`src/rtl/mem_burst_ctrl_if.sv`:
```
// Bundled command, write-data, read-data and memory-side signals of the burst controller.
// The slave view belongs to the controller; the master view belongs to its environment.
interface mem_burst_ctrl_if #(
  parameter int WIDTH      = 16,
  parameter int ADDR_WIDTH = 6,
  parameter int LEN_WIDTH  = 7
);
  logic                  cmd_valid_i;
  logic                  cmd_ready_o;
  logic                  cmd_wr_rd_i;
  logic [ADDR_WIDTH-1:0] cmd_addr_i;
  logic [LEN_WIDTH-1:0]  cmd_len_i;
  logic                  wd_valid_i;
  logic                  wd_ready_o;
  logic [WIDTH-1:0]      wd_data_i;
  logic                  rd_valid_o;
  logic                  rd_ready_i;
  logic [WIDTH-1:0]      rd_data_o;
  logic                  mem_valid_o;
  logic                  mem_wr_rd_o;
  logic [ADDR_WIDTH-1:0] mem_addr_o;
  logic [WIDTH-1:0]      mem_wdata_o;
  logic [WIDTH-1:0]      mem_rdata_i;
  logic                  mem_ready_i;
  logic                  busy_o;
  logic                  done_o;

  modport slave (
    input  cmd_valid_i, cmd_wr_rd_i, cmd_addr_i, cmd_len_i,
    input  wd_valid_i, wd_data_i, rd_ready_i, mem_rdata_i, mem_ready_i,
    output cmd_ready_o, wd_ready_o, rd_valid_o, rd_data_o,
    output mem_valid_o, mem_wr_rd_o, mem_addr_o, mem_wdata_o, busy_o, done_o
  );

  modport master (
    output cmd_valid_i, cmd_wr_rd_i, cmd_addr_i, cmd_len_i,
    output wd_valid_i, wd_data_i, rd_ready_i, mem_rdata_i, mem_ready_i,
    input  cmd_ready_o, wd_ready_o, rd_valid_o, rd_data_o,
    input  mem_valid_o, mem_wr_rd_o, mem_addr_o, mem_wdata_o, busy_o, done_o
  );
endinterface

```
`src/rtl/mem_burst_ctrl.sv`:
```
// Burst master for a single-port memory: one beat per cycle with wrapping addresses,
// write data from a stream, read data returned through a credit-limited FIFO.
module mem_burst_ctrl #(
  parameter int WIDTH      = 16,
  parameter int DEPTH      = 64,
  parameter int ADDR_WIDTH = $clog2(DEPTH),
  parameter int LEN_WIDTH  = ADDR_WIDTH + 1,
  parameter int FIFO_DEPTH = 4
) (
  input  logic             clk_i,
  input  logic             rst_i,
  mem_burst_ctrl_if.slave  bus
);

  localparam int PTR_W = $clog2(FIFO_DEPTH);
  localparam int CNT_W = PTR_W + 1;

  typedef enum logic [1:0] {
    ST_IDLE  = 2'd0,
    ST_WRITE = 2'd1,
    ST_READ  = 2'd2,
    ST_DRAIN = 2'd3
  } state_t;

  state_t                state_r;
  state_t                state_nxt_s;

  logic [ADDR_WIDTH-1:0] addr_r;
  logic [ADDR_WIDTH-1:0] addr_nxt_s;
  logic [LEN_WIDTH-1:0]  beats_left_r;
  logic                  dir_wr_r;
  logic [CNT_W-1:0]      inflight_r;
  logic                  done_r;

  logic                  mem_valid_r;
  logic                  mem_wr_rd_r;
  logic [ADDR_WIDTH-1:0] mem_addr_r;
  logic [WIDTH-1:0]      mem_wdata_r;

  logic [WIDTH-1:0]      fifo_mem_r [FIFO_DEPTH];
  logic [CNT_W-1:0]      wr_ptr_r;
  logic [CNT_W-1:0]      rd_ptr_r;
  logic [CNT_W-1:0]      fifo_count_s;

  logic                  cmd_ready_s;
  logic                  cmd_accept_s;
  logic                  wd_ready_s;
  logic                  issue_s;
  logic                  busy_s;
  logic                  credit_ok_s;
  logic                  ret_s;
  logic                  last_ret_s;
  logic                  push_s;
  logic                  pop_s;
  logic                  rd_valid_s;
  logic                  done_s;

  assign fifo_count_s = wr_ptr_r - rd_ptr_r;
  assign rd_valid_s   = (fifo_count_s != {CNT_W{1'b0}});
  assign pop_s        = rd_valid_s && bus.rd_ready_i;
  // Credit uses registered occupancy only, so a same-cycle pop never opens a slot early.
  assign credit_ok_s  = ({1'b0, fifo_count_s} + {1'b0, inflight_r}) < (CNT_W + 1)'(FIFO_DEPTH);
  // A response only counts when a beat is outstanding; stale handshakes after reset are dropped.
  assign ret_s        = bus.mem_ready_i && (inflight_r != {CNT_W{1'b0}});
  assign last_ret_s   = ret_s && (inflight_r == CNT_W'(1));
  assign push_s       = ret_s && !dir_wr_r;
  assign cmd_accept_s = bus.cmd_valid_i && cmd_ready_s;
  assign addr_nxt_s   = (addr_r == ADDR_WIDTH'(DEPTH - 1)) ? {ADDR_WIDTH{1'b0}}
                                                          : addr_r + ADDR_WIDTH'(1);
  assign done_s       = (cmd_accept_s && (bus.cmd_len_i == {LEN_WIDTH{1'b0}})) ||
                        ((state_r == ST_DRAIN) && last_ret_s);

  // State register
  always_ff @(posedge clk_i) begin
    if (rst_i) begin
      state_r <= ST_IDLE;
    end else begin
      state_r <= state_nxt_s;
    end
  end

  // Next-state decode
  always_comb begin
    state_nxt_s = state_r;
    case (state_r)
      ST_IDLE: begin
        if (cmd_accept_s && (bus.cmd_len_i != {LEN_WIDTH{1'b0}})) begin
          state_nxt_s = bus.cmd_wr_rd_i ? ST_WRITE : ST_READ;
        end else begin
          state_nxt_s = ST_IDLE;
        end
      end
      ST_WRITE, ST_READ: begin
        if (issue_s && (beats_left_r == LEN_WIDTH'(1))) begin
          state_nxt_s = ST_DRAIN;
        end else begin
          state_nxt_s = state_r;
        end
      end
      ST_DRAIN: begin
        if (last_ret_s) begin
          state_nxt_s = ST_IDLE;
        end else begin
          state_nxt_s = ST_DRAIN;
        end
      end
      default: state_nxt_s = ST_IDLE;
    endcase
  end

  // Output and beat-issue decode
  always_comb begin
    cmd_ready_s = 1'b0;
    wd_ready_s  = 1'b0;
    issue_s     = 1'b0;
    busy_s      = 1'b1;
    case (state_r)
      ST_IDLE: begin
        cmd_ready_s = 1'b1;
        busy_s      = 1'b0;
      end
      ST_WRITE: begin
        wd_ready_s = (beats_left_r != {LEN_WIDTH{1'b0}});
        issue_s    = wd_ready_s && bus.wd_valid_i;
      end
      ST_READ: begin
        issue_s = (beats_left_r != {LEN_WIDTH{1'b0}}) && credit_ok_s;
      end
      ST_DRAIN: begin
        busy_s = 1'b1;
      end
      default: begin
        busy_s = 1'b0;
      end
    endcase
  end

  // Burst bookkeeping and registered memory-side beat
  always_ff @(posedge clk_i) begin
    if (rst_i) begin
      addr_r       <= {ADDR_WIDTH{1'b0}};
      beats_left_r <= {LEN_WIDTH{1'b0}};
      dir_wr_r     <= 1'b0;
      inflight_r   <= {CNT_W{1'b0}};
      done_r       <= 1'b0;
      mem_valid_r  <= 1'b0;
      mem_wr_rd_r  <= 1'b0;
      mem_addr_r   <= {ADDR_WIDTH{1'b0}};
      mem_wdata_r  <= {WIDTH{1'b0}};
    end else begin
      done_r      <= done_s;
      mem_valid_r <= issue_s;
      if (cmd_accept_s) begin
        addr_r       <= bus.cmd_addr_i;
        beats_left_r <= bus.cmd_len_i;
        dir_wr_r     <= bus.cmd_wr_rd_i;
      end else if (issue_s) begin
        addr_r       <= addr_nxt_s;
        beats_left_r <= beats_left_r - LEN_WIDTH'(1);
      end
      if (issue_s) begin
        mem_wr_rd_r <= dir_wr_r;
        mem_addr_r  <= addr_r;
        if (dir_wr_r) begin
          mem_wdata_r <= bus.wd_data_i;
        end
      end
      case ({issue_s, ret_s})
        2'b10:   inflight_r <= inflight_r + CNT_W'(1);
        2'b01:   inflight_r <= inflight_r - CNT_W'(1);
        default: inflight_r <= inflight_r;
      endcase
    end
  end

  // Read-return FIFO
  always_ff @(posedge clk_i) begin
    if (rst_i) begin
      wr_ptr_r <= {CNT_W{1'b0}};
      rd_ptr_r <= {CNT_W{1'b0}};
      for (int i = 0; i < FIFO_DEPTH; i++) begin
        fifo_mem_r[i] <= {WIDTH{1'b0}};
      end
    end else begin
      if (push_s) begin
        fifo_mem_r[wr_ptr_r[PTR_W-1:0]] <= bus.mem_rdata_i;
        wr_ptr_r                        <= wr_ptr_r + CNT_W'(1);
      end
      if (pop_s) begin
        rd_ptr_r <= rd_ptr_r + CNT_W'(1);
      end
    end
  end

  assign bus.cmd_ready_o = cmd_ready_s;
  assign bus.wd_ready_o  = wd_ready_s;
  assign bus.rd_valid_o  = rd_valid_s;
  assign bus.rd_data_o   = fifo_mem_r[rd_ptr_r[PTR_W-1:0]];
  assign bus.mem_valid_o = mem_valid_r;
  assign bus.mem_wr_rd_o = mem_wr_rd_r;
  assign bus.mem_addr_o  = mem_addr_r;
  assign bus.mem_wdata_o = mem_wdata_r;
  assign bus.busy_o      = busy_s;
  assign bus.done_o      = done_r;

endmodule
```
`src/flat_wrapper.sv`:
```
// flat-port wrapper written by rule: the top's interface ports become plain ports
module mem_burst_ctrl_flat 
#(
  parameter int WIDTH      = 16,
  parameter int DEPTH      = 64,
  parameter int ADDR_WIDTH = $clog2(DEPTH),
  parameter int LEN_WIDTH  = ADDR_WIDTH + 1,
  parameter int FIFO_DEPTH = 4
)
  (clk_i, rst_i, bus_cmd_valid_i, bus_cmd_wr_rd_i, bus_cmd_addr_i, bus_cmd_len_i, bus_wd_valid_i, bus_wd_data_i, bus_rd_ready_i, bus_mem_rdata_i, bus_mem_ready_i, bus_cmd_ready_o, bus_wd_ready_o, bus_rd_valid_o, bus_rd_data_o, bus_mem_valid_o, bus_mem_wr_rd_o, bus_mem_addr_o, bus_mem_wdata_o, bus_busy_o, bus_done_o);
  mem_burst_ctrl_if #(.WIDTH(WIDTH), .ADDR_WIDTH(ADDR_WIDTH), .LEN_WIDTH(LEN_WIDTH)) bus_i ();
  input  logic clk_i;
  input  logic rst_i;
  input wire logic [$bits(bus_i.cmd_valid_i)-1:0] bus_cmd_valid_i;
  input wire logic [$bits(bus_i.cmd_wr_rd_i)-1:0] bus_cmd_wr_rd_i;
  input wire logic [$bits(bus_i.cmd_addr_i)-1:0] bus_cmd_addr_i;
  input wire logic [$bits(bus_i.cmd_len_i)-1:0] bus_cmd_len_i;
  input wire logic [$bits(bus_i.wd_valid_i)-1:0] bus_wd_valid_i;
  input wire logic [$bits(bus_i.wd_data_i)-1:0] bus_wd_data_i;
  input wire logic [$bits(bus_i.rd_ready_i)-1:0] bus_rd_ready_i;
  input wire logic [$bits(bus_i.mem_rdata_i)-1:0] bus_mem_rdata_i;
  input wire logic [$bits(bus_i.mem_ready_i)-1:0] bus_mem_ready_i;
  output wire logic [$bits(bus_i.cmd_ready_o)-1:0] bus_cmd_ready_o;
  output wire logic [$bits(bus_i.wd_ready_o)-1:0] bus_wd_ready_o;
  output wire logic [$bits(bus_i.rd_valid_o)-1:0] bus_rd_valid_o;
  output wire logic [$bits(bus_i.rd_data_o)-1:0] bus_rd_data_o;
  output wire logic [$bits(bus_i.mem_valid_o)-1:0] bus_mem_valid_o;
  output wire logic [$bits(bus_i.mem_wr_rd_o)-1:0] bus_mem_wr_rd_o;
  output wire logic [$bits(bus_i.mem_addr_o)-1:0] bus_mem_addr_o;
  output wire logic [$bits(bus_i.mem_wdata_o)-1:0] bus_mem_wdata_o;
  output wire logic [$bits(bus_i.busy_o)-1:0] bus_busy_o;
  output wire logic [$bits(bus_i.done_o)-1:0] bus_done_o;
  assign bus_i.cmd_valid_i = bus_cmd_valid_i;
  assign bus_i.cmd_wr_rd_i = bus_cmd_wr_rd_i;
  assign bus_i.cmd_addr_i = bus_cmd_addr_i;
  assign bus_i.cmd_len_i = bus_cmd_len_i;
  assign bus_i.wd_valid_i = bus_wd_valid_i;
  assign bus_i.wd_data_i = bus_wd_data_i;
  assign bus_i.rd_ready_i = bus_rd_ready_i;
  assign bus_i.mem_rdata_i = bus_mem_rdata_i;
  assign bus_i.mem_ready_i = bus_mem_ready_i;
  assign bus_cmd_ready_o = bus_i.cmd_ready_o;
  assign bus_wd_ready_o = bus_i.wd_ready_o;
  assign bus_rd_valid_o = bus_i.rd_valid_o;
  assign bus_rd_data_o = bus_i.rd_data_o;
  assign bus_mem_valid_o = bus_i.mem_valid_o;
  assign bus_mem_wr_rd_o = bus_i.mem_wr_rd_o;
  assign bus_mem_addr_o = bus_i.mem_addr_o;
  assign bus_mem_wdata_o = bus_i.mem_wdata_o;
  assign bus_busy_o = bus_i.busy_o;
  assign bus_done_o = bus_i.done_o;
  mem_burst_ctrl #(.WIDTH(WIDTH), .DEPTH(DEPTH), .ADDR_WIDTH(ADDR_WIDTH), .LEN_WIDTH(LEN_WIDTH), .FIFO_DEPTH(FIFO_DEPTH)) u_core (.clk_i(clk_i), .rst_i(rst_i), .bus(bus_i));
endmodule
```
`config.mk`:
```
export PLATFORM = sky130hd
export DESIGN_NAME = mem_burst_ctrl_flat
export DESIGN_NICKNAME = d
export VERILOG_FILES = /design/src/rtl/mem_burst_ctrl_if.sv /design/src/rtl/mem_burst_ctrl.sv /design/src/flat_wrapper.sv
export SDC_FILE = /design/constraint.sdc
export NUM_CORES = 1
export LEC_CHECK = 0
export BUFFER_PORTS_ARGS = -buffer_cell sky130_fd_sc_hd__buf_2
export CORE_ASPECT_RATIO = 0.5
export CORE_UTILIZATION = 50
export DETAILED_ROUTE_END_ITERATION = 7
export PLACE_DENSITY = 0.82
export SETUP_SLACK_MARGIN = 0.15
export SLEW_MARGIN = 20
export SYNTH_ARGS = -nofsm -noshare
export SYNTH_HDL_FRONTEND = slang
export SYNTH_SLANG_ARGS = --single-unit
export TNS_END_PERCENT = 50
```
`constraint.sdc`:
```
create_clock -name clk_i -period 5.19 [get_ports clk_i]
set_input_delay 0.7785 -clock clk_i [delete_from_list [all_inputs] [get_ports clk_i]]
set_output_delay 0.7785 -clock clk_i [all_outputs]
set_load 0.01 [all_outputs]
```
==> metrics.md <==
| Metric | Value |
|---|---|
| Status | completed |
| Worst-path fanout max | 37 |
| Chip width | approximately 150 µm |
| Largest family of logic cells by synthesized area | simple AND/OR/NAND/NOR gates |
| Crit path DAT | approximately 4 ns |
| Worst Hold Class | register to register |
| CTS Root Cell | clkbuf_16 |
| Synth unique cells | 51 |
| Worst Tran Pin Value | 0.903 ns |
| Synth Area in XOR/XNOR | 0.0119 |
| Final period util | 0.713 |
| Post-DP Area | 6130 µm² |
| Most frequent cells in the layout | buf_2 (96), and2_1 (66), edfxtp_1 (64) |
| Mux cell area share after synthesis | 0.0703 |
| IR drop worst, VDD | 0.320 mV |
| RSZ-0062 raised after global routing | no |
| Async set or reset register ratio after synthesis | 0 |
| Simple-Gate Fraction of Synth Area | 0.200 |
| Hpwl dp | 7880 µm |
| Fin area | roughly 6800 µm² |
| Syn_nets | 557 |
| Hold-critical path depth | 2 |
| Setup crit end | u_core.inflight_r[2]$_SDFFE_PP0P_ |
| FF+latch area | 2960 µm² |
| CTS tree | built |
| Clock Latency Late Sink | 0.41 ns |
| Logic gate share of total power | 0.300 |
| Port bufs | 96 |
| Clock Sinks | 116 |
| Die height | about 77 µm |
| Resize count post-CTS | 0 |
| Post-synthesis compound-gate area fraction | 0.104 |
| Die area | between 10,000 and 15,000 µm² |
| Gpl congestion | 0.849 |
| Total CTS buffers | 17 |
| Max clock buf depth | 2 |
| Mapped Area | between 5000 and 6000 µm² |
| Seq cells post-synth | 116 |
| Ant. Diodes | 0 |
| Routed WL | between 10,000 and 15,000 µm |
| PD cells | around 520 nW/µm² |
| Critical Path Source | u_core.wr_ptr_r[0]$_SDFFE_PP0P_ |
| Fin. Hold Viols | 0 |
| Post-Syn Area per Cell | 11.4 µm² |
| Crit path time final | 3.70 ns |
| Post-synth EDFFs | 64 |
| I/O pin count | 97 |
| ANT nets after route | 0 |
| Worst setup SP type | register |
| P_int | 2.29 mW |
| Drt first pass iters | 5 |
| Worst r2r src | u_core.wr_ptr_r[0]$_SDFFE_PP0P_ |
| Sequential cell area fraction in the yosys report | 0.534 |
| Clk_skew | 0.00790 ns |
| GRT overflow | 0 |
| Clock Power Share | 0.350 |
| Layout cells sized above 1 | 0.280 |
| Post-synthesis cell count | 486 |
| Sequential power share | 0.350 |
| Wirelength per Cell | 17.5 µm |
| CP Capture Type | register |
| Most common cell after layout, fill and taps aside | buf_2 |
| Synth warn | 0 |
| Final nets | 643 |
| Kind of critical path | register to register |
| Core region area | 10,500 µm² |
| Largest net degree at the start of global routing | between 60 and 70 |
| Setup TNS | 0 ns |
| Worst EP required | 5.53 ns |
| Final setup fails | 0 |
| Max Fclk | 270 MHz |
| Leakage | 2.66 nW |
| FF-to-FF path depth | 13 |
| Slew Viols, Final | 0 |
| Net Sw Power | 1.22 mW |
| Syn-to-layout area delta | 21.7% |
| Power consumption | ~3.5 mW |
| DRC Markers | 0 |
| Row cnt | 26 |
| Slew margin rel. | 0.393 |
| Multi-input combinational cell area | 2410 µm² |
| Crit Reg-Reg Endpoint | u_core.inflight_r[2]$_SDFFE_PP0P_ |
| First-pass GRT wire length | 20,900 µm |
| Main synth FF type | edfxtp_1 |
| Sw Ratio | 0.347 |
| Vias/cell | 5.82 |
| Gr usage total | 0.236 |
| GR peak layer | met2 |
| Fin Hold WS | 0.467 ns |
| Vias in the first global route | 4,158 |
| Total of max-cap violations | 0 |
| DR iter-0 viols | 304 |
| Post-CTS Setup Bufs | 0 |
| R2R Setup Slk | 1.49 ns |
| Hold_buf cts | 0 |
| # fillers | 808 |
| Initial antenna violation count | 0 |
| Initial Util | 0.528 |
| Via Count | 4,221 |
| Grt met3 use | 0.0509 |
| GRT met2 Usage | 0.384 |
| Synth Area in Adders | 0.0442 |
| Grt met1 use | 0.312 |
| H-tree Lvls | 4 |
| Clock slew at reported path FFs | 0.05 ns |
==> how the worst min path moves through the flow <==
stage                                            start                                       to  slack (ns)
2_1_floorplan            u_core.addr_r[3]$_SDFFE_PP0P_            u_core.addr_r[3]$_SDFFE_PP0P_        0.47
3_3_place_gp    u_core.bus.mem_wdata_o[3]$_SDFFE_PP0P_   u_core.bus.mem_wdata_o[3]$_SDFFE_PP0P_        0.45
3_5_place_dp   u_core.bus.mem_wdata_o[11]$_SDFFE_PP0P_  u_core.bus.mem_wdata_o[11]$_SDFFE_PP0P_        0.46
4_1_cts         u_core.bus.mem_wdata_o[1]$_SDFFE_PP0P_   u_core.bus.mem_wdata_o[1]$_SDFFE_PP0P_        0.47
5_1_grt        u_core.bus.mem_wdata_o[11]$_SDFFE_PP0P_  u_core.bus.mem_wdata_o[11]$_SDFFE_PP0P_        0.48
6_report        u_core.bus.mem_wdata_o[1]$_SDFFE_PP0P_   u_core.bus.mem_wdata_o[1]$_SDFFE_PP0P_        0.47
==> synth_stat cells (4+ instances only) <==
master	count	area, µm²
edfxtp_1	64	1920
nand2b_1	4	25.0
nor3b_1	4	30.0
or2_2	6	37.5
nand2_1	11	41.3
and3_1	5	31.3
a21oi_1	27	135
or3_1	6	37.5
a311oi_1	9	78.8
nand3_1	13	65.1
inv_1	15	56.3
nor2b_1	4	25.0
nor4_1	5	31.3
mux4_2	16	360
ha_1	18	225
nor3_1	4	20.0
clkbuf_1	32	120
or4_1	5	37.5
o21ai_0	18	90.1
and2_1	66	413
nor2_1	25	93.8
nand4_1	17	106
dfxtp_1	52	1040
o31ai_1	18	135
==> worst max-delay path, stage by stage (launching register included) <==
cell	delay (ns)
dfxtp_1	0.35
inv_1	0.11
ha_1	0.16
inv_1	0.05
fa_1	0.36
xnor3_1	0.22
ha_1	0.28
or4b_4	0.50
o22ai_2	0.12
buf_4	0.36
nand2_1	0.20
ha_1	0.40
or3_1	0.38
a21oi_1	0.14
==> metrics by stage <==
step                      utilization  instances  setup WS [ns]
after detailed placement        0.584        693           1.50
final                           0.643        725           1.49
after CTS                       0.643        725           1.49
after global routing            0.643        725           1.28
after floorplan                     -        486           1.66
after global placement          0.583        693           1.62
==> routing by layer <==
metal / share of wire / vias up
li1: - / 1994
met1: 0.43 / 2060
met2: 0.50 / 144
met3: 0.056 / 23
met4: 0.017 / 0
met5: 0 / -
==> registers in the layout, summed over array words and instances (netlist names), named ones only <==
name / cells
u_core.addr_r: 6
u_core.fifo_mem_r: 64
u_core.state_r: 2
u_core.bus.mem_valid_o: 1
u_core.beats_left_r: 7
u_core.bus.mem_wr_rd_o: 1
u_core.inflight_r: 3
u_core.rd_ptr_r: 3
u_core.dir_wr_r: 1
u_core.bus.done_o: 1
u_core.bus.mem_wdata_o: 16
u_core.bus.mem_addr_o: 6
u_core.wr_ptr_r: 3
==> power groups by stage <==
stage          sequential [mW]  combinational (mW)  clock [mW]
2_1_floorplan             1.18               0.789           0
3_3_place_gp              1.24                1.00           0
4_1_cts                   1.23                1.05        1.24
5_1_grt                   1.25                1.16        1.28
6_report                  1.23                1.05        1.23
3_5_place_dp              1.25                1.04           0
==> cells by family (layout without fill, tap and decap cells) <==
| logic type | Yosys count | after routing |
|---|---|---|
| compound gates | 89 | 89 |
| fa+ha+maj | 19 | 19 |
| buf+inv | 50 | 149 |
| xor+xnor | 6 | 6 |
| flops | 116 | 116 |
| simple gates | 187 | 187 |
| mux | 19 | 19 |
==> final cells by class <==
class                      count  area share
tap                          140      0.0259
clock inverter                15      0.0291
clock buffer                  17      0.0630
timing repair buffer         102      0.0778
inverter                      15     0.00833
sequential                   116       0.439
multi-input combinational    320       0.357
No activity file was read; power rests on OpenSTA's default activity.
